File: src/rtl/vga_pkg.sv
// Shared VGA timing constants and helpers for the raster timing generator.
// Defaults describe the standard 640x480@60 mode.
package vga_pkg;

    localparam int VGA_H_ACTIVE = 640;
    localparam int VGA_H_FP     = 16;
    localparam int VGA_H_SYNC   = 96;
    localparam int VGA_H_BP     = 48;

    localparam int VGA_V_ACTIVE = 480;
    localparam int VGA_V_FP     = 10;
    localparam int VGA_V_SYNC   = 2;
    localparam int VGA_V_BP     = 33;

    localparam bit SYNC_ACT_LOW  = 1'b0;
    localparam bit SYNC_ACT_HIGH = 1'b1;

    function automatic int total(input int active, input int fp, input int sync, input int bp);
        return active + fp + sync + bp;
    endfunction

endpackage

File: src/rtl/pix_clk_en.sv
// Pixel-rate strobe: divides the system clock by CLK_DIV while enabled.
// A tick is issued on the last clock of each pixel period.
module pix_clk_en #(
    parameter int CLK_DIV = 2
) (
    input  logic clk,
    input  logic reset,
    input  logic en,
    output logic tick
);
    localparam int DIV_W = (CLK_DIV > 1) ? $clog2(CLK_DIV) : 1;
    localparam logic [DIV_W-1:0] DIV_LAST = DIV_W'(CLK_DIV - 1);

    if (CLK_DIV < 1) begin : g_div_check
        $error("CLK_DIV must be at least 1");
    end

    logic [DIV_W-1:0] div_cnt;

    assign tick = en && (div_cnt == DIV_LAST);

    // NOTE: state is written with <= so every register samples pre-edge values.
    always_ff @(posedge clk) begin
        if (reset) begin
            div_cnt <= '0;
        end else if (en) begin
            div_cnt <= tick ? '0 : div_cnt + DIV_W'(1);
        end
    end

endmodule

File: src/rtl/vga_timing_gen.sv
// Parametrised VGA raster timing generator with registered sync, coordinate and strobe outputs.
// Define VGA_PREFETCH_EN to make x_ptr/y_ptr/valid lead hs/vs/strobes by one pixel.
module vga_timing_gen
    import vga_pkg::*;
#(
    parameter int H_ACTIVE = VGA_H_ACTIVE,
    parameter int H_FP     = VGA_H_FP,
    parameter int H_SYNC   = VGA_H_SYNC,
    parameter int H_BP     = VGA_H_BP,
    parameter int V_ACTIVE = VGA_V_ACTIVE,
    parameter int V_FP     = VGA_V_FP,
    parameter int V_SYNC   = VGA_V_SYNC,
    parameter int V_BP     = VGA_V_BP,
    parameter bit HS_POL   = SYNC_ACT_LOW,
    parameter bit VS_POL   = SYNC_ACT_LOW,
    parameter int CLK_DIV  = 2,
    parameter int CNT_W    = 10
) (
    input  logic             clk,
    input  logic             reset,
    input  logic             en,
    output logic             hs,
    output logic             vs,
    output logic [CNT_W-1:0] x_ptr,
    output logic [CNT_W-1:0] y_ptr,
    output logic             valid,
    output logic             pix_en,
    output logic             line_start,
    output logic             frame_start
);
    localparam int     H_TOTAL = total(H_ACTIVE, H_FP, H_SYNC, H_BP);
    localparam int     V_TOTAL = total(V_ACTIVE, V_FP, V_SYNC, V_BP);
    localparam longint CNT_MAX = (longint'(1) << CNT_W) - 1;

    if (longint'(H_TOTAL - 1) > CNT_MAX) begin : g_h_range
        $error("H_TOTAL-1 does not fit in CNT_W bits");
    end
    if (longint'(V_TOTAL - 1) > CNT_MAX) begin : g_v_range
        $error("V_TOTAL-1 does not fit in CNT_W bits");
    end

    localparam logic [CNT_W-1:0] H_LAST     = CNT_W'(H_TOTAL - 1);
    localparam logic [CNT_W-1:0] V_LAST     = CNT_W'(V_TOTAL - 1);
    localparam logic [CNT_W-1:0] H_ACT_LAST = CNT_W'(H_ACTIVE - 1);
    localparam logic [CNT_W-1:0] V_ACT_LAST = CNT_W'(V_ACTIVE - 1);
    localparam logic [CNT_W-1:0] HS_FIRST   = CNT_W'(H_ACTIVE + H_FP);
    localparam logic [CNT_W-1:0] HS_LAST    = CNT_W'(H_ACTIVE + H_FP + H_SYNC - 1);
    localparam logic [CNT_W-1:0] VS_FIRST   = CNT_W'(V_ACTIVE + V_FP);
    localparam logic [CNT_W-1:0] VS_LAST    = CNT_W'(V_ACTIVE + V_FP + V_SYNC - 1);
    localparam logic             HS_IDLE    = ~HS_POL;
    localparam logic             VS_IDLE    = ~VS_POL;

    // The reset position (last pixel of the frame) leads into (0,0), which is valid.
`ifdef VGA_PREFETCH_EN
    localparam logic VALID_RST = 1'b1;
`else
    localparam logic VALID_RST = 1'b0;
`endif

    logic             tick;
    logic [CNT_W-1:0] h_cnt, v_cnt;
    logic [CNT_W-1:0] h_nxt, v_nxt;
    logic [CNT_W-1:0] h_dsp, v_dsp;
    logic             hs_nxt, vs_nxt, valid_nxt;
    logic [CNT_W-1:0] x_nxt, y_nxt;

    pix_clk_en #(
        .CLK_DIV(CLK_DIV)
    ) u_pix_clk_en (
        .clk  (clk),
        .reset(reset),
        .en   (en),
        .tick (tick)
    );

    function automatic logic [CNT_W-1:0] h_step(input logic [CNT_W-1:0] h);
        return (h == H_LAST) ? '0 : h + CNT_W'(1);
    endfunction

    function automatic logic [CNT_W-1:0] v_step(input logic [CNT_W-1:0] v);
        return (v == V_LAST) ? '0 : v + CNT_W'(1);
    endfunction

    // NOTE: every signal here is assigned on every path, so no latch is inferred.
    always_comb begin
        h_nxt = h_step(h_cnt);
        v_nxt = (h_cnt == H_LAST) ? v_step(v_cnt) : v_cnt;
`ifdef VGA_PREFETCH_EN
        h_dsp = h_step(h_nxt);
        v_dsp = (h_nxt == H_LAST) ? v_step(v_nxt) : v_nxt;
`else
        h_dsp = h_nxt;
        v_dsp = v_nxt;
`endif
        hs_nxt    = ((h_nxt >= HS_FIRST) && (h_nxt <= HS_LAST)) ? HS_POL : HS_IDLE;
        vs_nxt    = ((v_nxt >= VS_FIRST) && (v_nxt <= VS_LAST)) ? VS_POL : VS_IDLE;
        valid_nxt = (h_dsp <= H_ACT_LAST) && (v_dsp <= V_ACT_LAST);
        x_nxt     = (h_dsp <= H_ACT_LAST) ? h_dsp : '0;
        y_nxt     = (v_dsp <= V_ACT_LAST) ? v_dsp : '0;
    end

    // Outputs are decoded from the next position so they change together with the counters.
    always_ff @(posedge clk) begin
        if (reset) begin
            h_cnt       <= H_LAST;
            v_cnt       <= V_LAST;
            hs          <= HS_IDLE;
            vs          <= VS_IDLE;
            valid       <= VALID_RST;
            x_ptr       <= '0;
            y_ptr       <= '0;
            pix_en      <= 1'b0;
            line_start  <= 1'b0;
            frame_start <= 1'b0;
        end else begin
            pix_en      <= tick;
            line_start  <= tick && (h_nxt == '0);
            frame_start <= tick && (h_nxt == '0) && (v_nxt == '0);
            if (tick) begin
                h_cnt <= h_nxt;
                v_cnt <= v_nxt;
                hs    <= hs_nxt;
                vs    <= vs_nxt;
                valid <= valid_nxt;
                x_ptr <= x_nxt;
                y_ptr <= y_nxt;
            end
        end
    end

endmodule

File: config.mk
export PLATFORM = sky130hd
export DESIGN_NAME = vga_timing_gen
export DESIGN_NICKNAME = d
export VERILOG_FILES = /design/src/rtl/vga_pkg.sv /design/src/rtl/pix_clk_en.sv /design/src/rtl/vga_timing_gen.sv
export SDC_FILE = /design/constraint.sdc
export NUM_CORES = 1
export LEC_CHECK = 0
export ABC_AREA = 1
export CAP_MARGIN = 40
export CORE_AREA = 2 2 69 71
export DETAILED_ROUTE_END_ITERATION = 8
export DIE_AREA = 0 0 71 73
export PLACE_DENSITY_LB_ADDON = 0.12
export SETUP_SLACK_MARGIN = 0.1
export SYNTH_ARGS = -nofsm -noshare
export SYNTH_HDL_FRONTEND = slang
export SYNTH_SLANG_ARGS = --single-unit
File: constraint.sdc
create_clock -name clk -period 5 [get_ports clk]
set_input_delay 1 -clock clk [delete_from_list [all_inputs] [get_ports clk]]
set_output_delay 1 -clock clk [all_outputs]
set_load 0.05 [all_outputs]
==> results.cfg, run 1 <==
[sta]
worst_pin_slew_ns = 0.585
final.setup.tns_ns = 0
finalWorstSetupSlack_ns = 2.42
period_minus_slack_ns = 2.58
slew_violations = 0
slew_headroom_pct = 60.9
rsz0062_at_grt = no
period_share_pct = 51.7
max_freq_ghz = 0.387
hold_viol = 0
setup_viol = 0
worst_clock_skew_ns = 0.00820
whs_ns = 0.449

[drt]
firstDrtPassIters = 6
drt_iter0_drc = 112
drc = 0
wirelength_um = 5220
drtAntennaViolNets = 0
wire_per_inst_um = 12.5
vias = 2181
viasPerCell = 5.21

[synthesis]
synth_cell_type_count = 34
yosys-top-cells-count = nand2_1, dfxtp_1, nor2_1
ys_warn_count = 0
synth_most_common_cell = nand2_1
synth_area_mm2 = 0.00234
syn-num-nets = 346
avgSynthCellArea_um2 = 6.91
synthArstFlopShare_pct = 0
ys_top_cells_by_area = dfxtp_1, nand2_1, nand3_1
synth_cells = 338
yosysTopAreaCellShare_pct = 40.3
synth_seq_cells = 47
synth_edf_count = 0
yosysSeqAreaShare_pct = 40.3
synth.largest_area_cell = dfxtp_1
synthFlopType = dfxtp_1

[worst_setup_path]
ff2ff_setup_slack_ns = 2.45
r2r_cells = 9
crit_arrival_ns = 2.83
cp-end-kind = flip-flop
regToRegEndpoint = frame_start$_SDFF_PP0_
cp.required_ns = 5.25
critPathLaunchType = primary input
worstSetupPathType = in2reg
critical_path_peak_fanout = 17
worstReg2RegStart = h_cnt[0]$_SDFFE_PP1P_

[final_layout]
area_growth_pct = 16.5
final_util_pct = 60.0
final_area_mm2 = 0.00272
drive_above_1_share_pct = 6.03
instances_no_fill = 419
fillCellCount = 431
antenna_cells = 0
nNetsFinal = 373

[cts]
post_cts_buffers = 0
clock_path_buffers = 2
clkSlewWorstSetupHoldPaths_ns = 0.09
insertion_delay_ns = 0.30
h-tree-depth = 2
clkSinkCount = 47
cts-buffers-inserted = 5
cts_tree = done
cts_root_buf = clkbuf_8
hold_buffers = 0
cts_resized = 0

[place]
gp_congestion = 0.898
dp_hpwl_um = 3800
place_inst = 412
port_buffers = 28
placed_cell_area_mm2 = 0.00263
place_ws_ns = 2.10

[floorplanning]
fp.dieH_um = 73
dieArea_mm2 = 0.00518
start_util_pct = 51.5
rows = 25
io_pins = 29
core_mm2 = 0.00454
die_width_um = 71

[hold_path]
min_path_cells = 2
hp-class = reg2reg
hold_end = y_ptr[9]$_SDFFE_PP0P_
hold_start = y_ptr[9]$_SDFFE_PP0P_

[power]
finalPower_mw = 0.824
power_density_mw_per_mm2 = 303
p_leak_nw = 1.24
ir_worst_vdd_uv = 165

[flow_run]
drv_cap = 0

[global_routing]
grt_max_degree = 26
antenna_found_initial = 0
grt_usage_pct = 21.3
grt_pass1_wl_um = 8630
grt_pass1_vias = 1995
overflow = 0

[outcome]
status = finished clean
## power breakdown
| group | switching (mW) | leakage (nW) | total [mW] | internal (mW) |
|---|---|---|---|---|
| Combinational | 0.139 | 0.812 | 0.193 | 0.0540 |
| Clock | 0.124 | 0.0470 | 0.233 | 0.109 |
| Sequential | 0.0118 | 0.381 | 0.398 | 0.387 |
| Total | 0.275 | 1.24 | 0.824 | 0.549 |
## sequential cells by signal, indices dropped and copies added, names as in the netlist
signal and count:
h_cnt 10, v_cnt 10, x_ptr 10, y_ptr 10
frame_start 1, hs 1, line_start 1, pix_en 1
u_pix_clk_en.div_cnt 1, valid 1, vs 1
## cells by family (layout without fill, tap and decap cells)
| family | after synthesis | after routing | share of synthesized area (%) |
|---|---|---|---|
| AOI/OAI and AO/OA | 44 | 44 | 11.2 |
| xor gates and xnor gates | 1 | 1 | 0.375 |
| adders and majority gates | 5 | 5 | 2.68 |
| buffers and inverters | 47 | 74 | 8.78 |
| DFF | 47 | 47 | 40.3 |
| and+or+nand+nor | 194 | 194 | 36.7 |
## metal layers
layer  routed length, um  part of all wire, %  vias to the layer above  GRT usage (%)
li1                    -                    -                     1144              -
met1                2260                   43                      975           24.1
met2                2600                   50                       49           37.8
met3                 198                  3.8                       13           4.42
met4                 162                  3.1                        0           11.3
met5                   0                    0                        -              0
## area by class of cell
class / instances / area [um^2] / area share, %
Multi-Input combinational cell: 244 / 1190 / 43.7
Sequential cell: 47 / 941 / 34.6
Timing Repair Buffer: 30 / 295 / 10.9
Inverter: 37 / 140 / 5.15
Clock buffer: 6 / 82.6 / 3.03
Tap cell: 54 / 67.6 / 2.48
Clock inverter: 1 / 5.00 / 0.184
## worst max-delay path by stage
stage	startpoint	end	slack (ns)
after floorplan	en	h_cnt[5]$_SDFFE_PP0P_	2.89
after global placement	en	y_ptr[8]$_SDFFE_PP0P_	2.14
after detailed placement	en	y_ptr[8]$_SDFFE_PP0P_	2.10
after CTS	en	y_ptr[8]$_SDFFE_PP0P_	2.42
after global routing	h_cnt[0]$_SDFFE_PP1P_	frame_start$_SDFF_PP0_	2.19
final	en	y_ptr[8]$_SDFFE_PP0P_	2.42
## layout by cell type, fill, tap and decap left out, types with 6 or more instances in the layout
master / Yosys / routed
nand4_1: 7 / 7
clkbuf_8: 0 / 6
inv_1: 34 / 34
nand2_1: 98 / 98
nor2_1: 42 / 42
nand3_1: 32 / 32
clkdlybuf4s50_1: 0 / 28
o22ai_1: 8 / 8
o21ai_0: 18 / 18
a21oi_1: 7 / 7
dfxtp_1: 47 / 47
## critical path, stage by stage
cell and delay (ns):
clkdlybuf4s50_1 0.47, nand2_1 0.16, nor2_1 0.12, buf_4 0.20, clkinv_1 0.39, a21oi_1 0.31, nand3_1 0.10, nand2_1 0.07
(Power assumes the default switching activity.)
==> run 2: changes to the inputs <==
--- a/config.mk
+++ b/config.mk
@@ -7,9 +7,9 @@
 export LEC_CHECK = 0
 export ABC_AREA = 1
 export CAP_MARGIN = 40
-export CORE_AREA = 2 2 69 71
+export CORE_AREA = 2 2 72 74
 export DETAILED_ROUTE_END_ITERATION = 8
-export DIE_AREA = 0 0 71 73
+export DIE_AREA = 0 0 74 76
 export PLACE_DENSITY_LB_ADDON = 0.12
 export SETUP_SLACK_MARGIN = 0.1
 export SYNTH_ARGS = -nofsm -noshare
==> constraint.sdc (replaced) <==
create_clock -name clk -period 2.2 [get_ports clk]
set_input_delay 0.44 -clock clk [delete_from_list [all_inputs] [get_ports clk]]
set_output_delay 0.44 -clock clk [all_outputs]
set_load 0.05 [all_outputs]
==> run 2 against run 1 <==
  * Combinational power rose to 2.8 times the previous value
  * Largest cell class unchanged
  * Highest routed layer unchanged
  * Hold slack got worse by 0.0027 ns
  * Total power rose by 140%
  * Non-clock buffer count rose by 19
==> results.cfg, run 2 (synthesis results as in run 1) <==
[sta]
slew_headroom_pct = 65.9
worst_clock_skew_ns = 0.00680
slew_violations = 0
setup_viol = 0
worst_pin_slew_ns = 0.510
max_freq_ghz = 0.518
final.setup.tns_ns = 0
rsz0062_at_grt = no
whs_ns = 0.446
hold_viol = 0
period_minus_slack_ns = 1.93
finalWorstSetupSlack_ns = 0.268
period_share_pct = 87.8

[worst_setup_path]
cp-end-kind = flip-flop
cp.required_ns = 2.40
max_stage_delay_ns = 0.32
critical_path_peak_fanout = 11
path_buf_inv = 2
crit_arrival_ns = 2.13
critPathTopFamily = simple AND/OR/NAND/NOR gates
crit_top_cell = nor2_1
crit_chain = ha_1 > nand2_2 > clkinv_2 > nand2_4 > nor2_4 > buf_4 > nand3_1 > nand2_1 > nor2_1 > nand4_4 > nor2_1 > nor2_1
worstSetupPathType = reg2reg
critPathLaunchType = flip-flop
ff2ff_setup_slack_ns = 0.27
worst_path_max_delay_cell = dfxtp_1

[final_layout]
final_util_pct = 59.3
regArea_um2 = 941
multi_input_area_mm2 = 0.00121
nNetsFinal = 392
final_cell_mix = nand2_1, dfxtp_1, nor2_1
fillCellCount = 481
area_growth_pct = 24.7
antenna_cells = 0
final_common_cell = nand2_1
drive_above_1_share_pct = 11.2

[power]
power_density_mw_per_mm2 = 690
p_leak_nw = 1.34
p_sw_share_pct = 32.2
ir_worst_vdd_uv = 299
intPower_mw = 1.36
finalPower_mw = 2.01
seqPwrFrac_pct = 44.8
pwr-share-clk_pct = 28.5
combinationalPowerShare_pct = 26.6
p_switching_mw = 0.647

[floorplanning]
fp.dieH_um = 76
rows = 26
dieArea_mm2 = 0.00562
io_pins = 29
die_width_um = 74
start_util_pct = 47.6
core_mm2 = 0.00491

[drt]
vias = 2273
firstDrtPassIters = 4
wire_per_inst_um = 12.1
drc = 0
wirelength_um = 5530
viasPerCell = 5.00
drtAntennaViolNets = 0
drt_iter0_drc = 98

[global_routing]
grt_max_degree = 25
overflow = 0
antenna_found_initial = 0
grt_usage_pct = 21.4
grt_pass1_vias = 2177
grt_pass1_wl_um = 9480

[hold_path]
hp-class = reg2reg

[place]
port_buffers = 28
place_ws_ns = 0.201
gp_congestion = 0.887
dp_hpwl_um = 4110

[cts]
cts_tree = done
insertion_delay_ns = 0.31
clkSinkCount = 47
clock_path_buffers = 2
cts-buffers-inserted = 5
cts_root_buf = clkbuf_8
h-tree-depth = 2
clkSlewWorstSetupHoldPaths_ns = 0.08
hold_buffers = 0

[flow_run]
drv_cap = 0

[outcome]
status = finished clean
==> run 2: cell count changes in the layout (fill, tap and decap cells not counted) <==
cell      change
clkbuf_1      +1
clkinv_2      -1
nand3_2       +1
nand2_1       -1
nand2_2       +1
buf_4        +19
nand3_1       -1
nand4_2       -1
clkbuf_8      +1
nand4_4       +1
==> run 2: path summary, 6_finish.rpt <==
path / endpoint / cells past startpoint / startpoint
max reg2reg: vs$_SDFFE_PP1P_ / 12 / h_cnt[0]$_SDFFE_PP1P_
max: vs$_SDFFE_PP1P_ / 12 / h_cnt[0]$_SDFFE_PP1P_
min: y_ptr[9]$_SDFFE_PP0P_ / 2 / y_ptr[9]$_SDFFE_PP0P_
min reg2reg: y_ptr[9]$_SDFFE_PP0P_ / 2 / y_ptr[9]$_SDFFE_PP0P_
==> run 2: worst min-delay path, cell delays in order, from the launching register on <==
cell     delay [ns]
dfxtp_1        0.32
nand2_1        0.06
nor2_1         0.03
==> run 2: area by class of cell <==
cell class	count	area share, %
clock buffers	8	3.44
inverters	37	4.81
multi-input cells	244	41.4
repair buffers	49	15.0
well taps	70	3.01
flip-flops and latches	47	32.3
==> run 2: repair_timing <==
item | in CTS | in global routing
buffers inserted | 0 | 0
resized for setup | 0 | 3
setup endpoints to repair | 0 | 12
==> run 2: power by group through the flow <==
stage / Combinational [mW] / Sequential [mW] / Clock (mW)
after floorplan: 0.319 / 0.959 / 0
after global placement: 0.522 / 0.920 / 0
after detailed placement: 0.527 / 0.921 / 0
after CTS: 0.529 / 0.901 / 0.590
after global routing: 0.594 / 0.906 / 0.621
final: 0.535 / 0.901 / 0.574
==> run 2: layer usage <==
metal	vias to the layer above	part of all wire (%)	wire length, um	GRT usage, %
met1	1025	45	2480	25.7
li1	1183	-	-	-
met2	49	48	2650	34.9
met3	16	3.2	176	4.50
met4	0	3.9	217	11.6
met5	-	0	0	0
==> run 2: per-stage QoR <==
step	cells	area (um^2)
floorplan	338	2340
global placement	447	2800
detailed placement	447	2800
CTS	455	2900
global route	455	2910
finish	455	2910
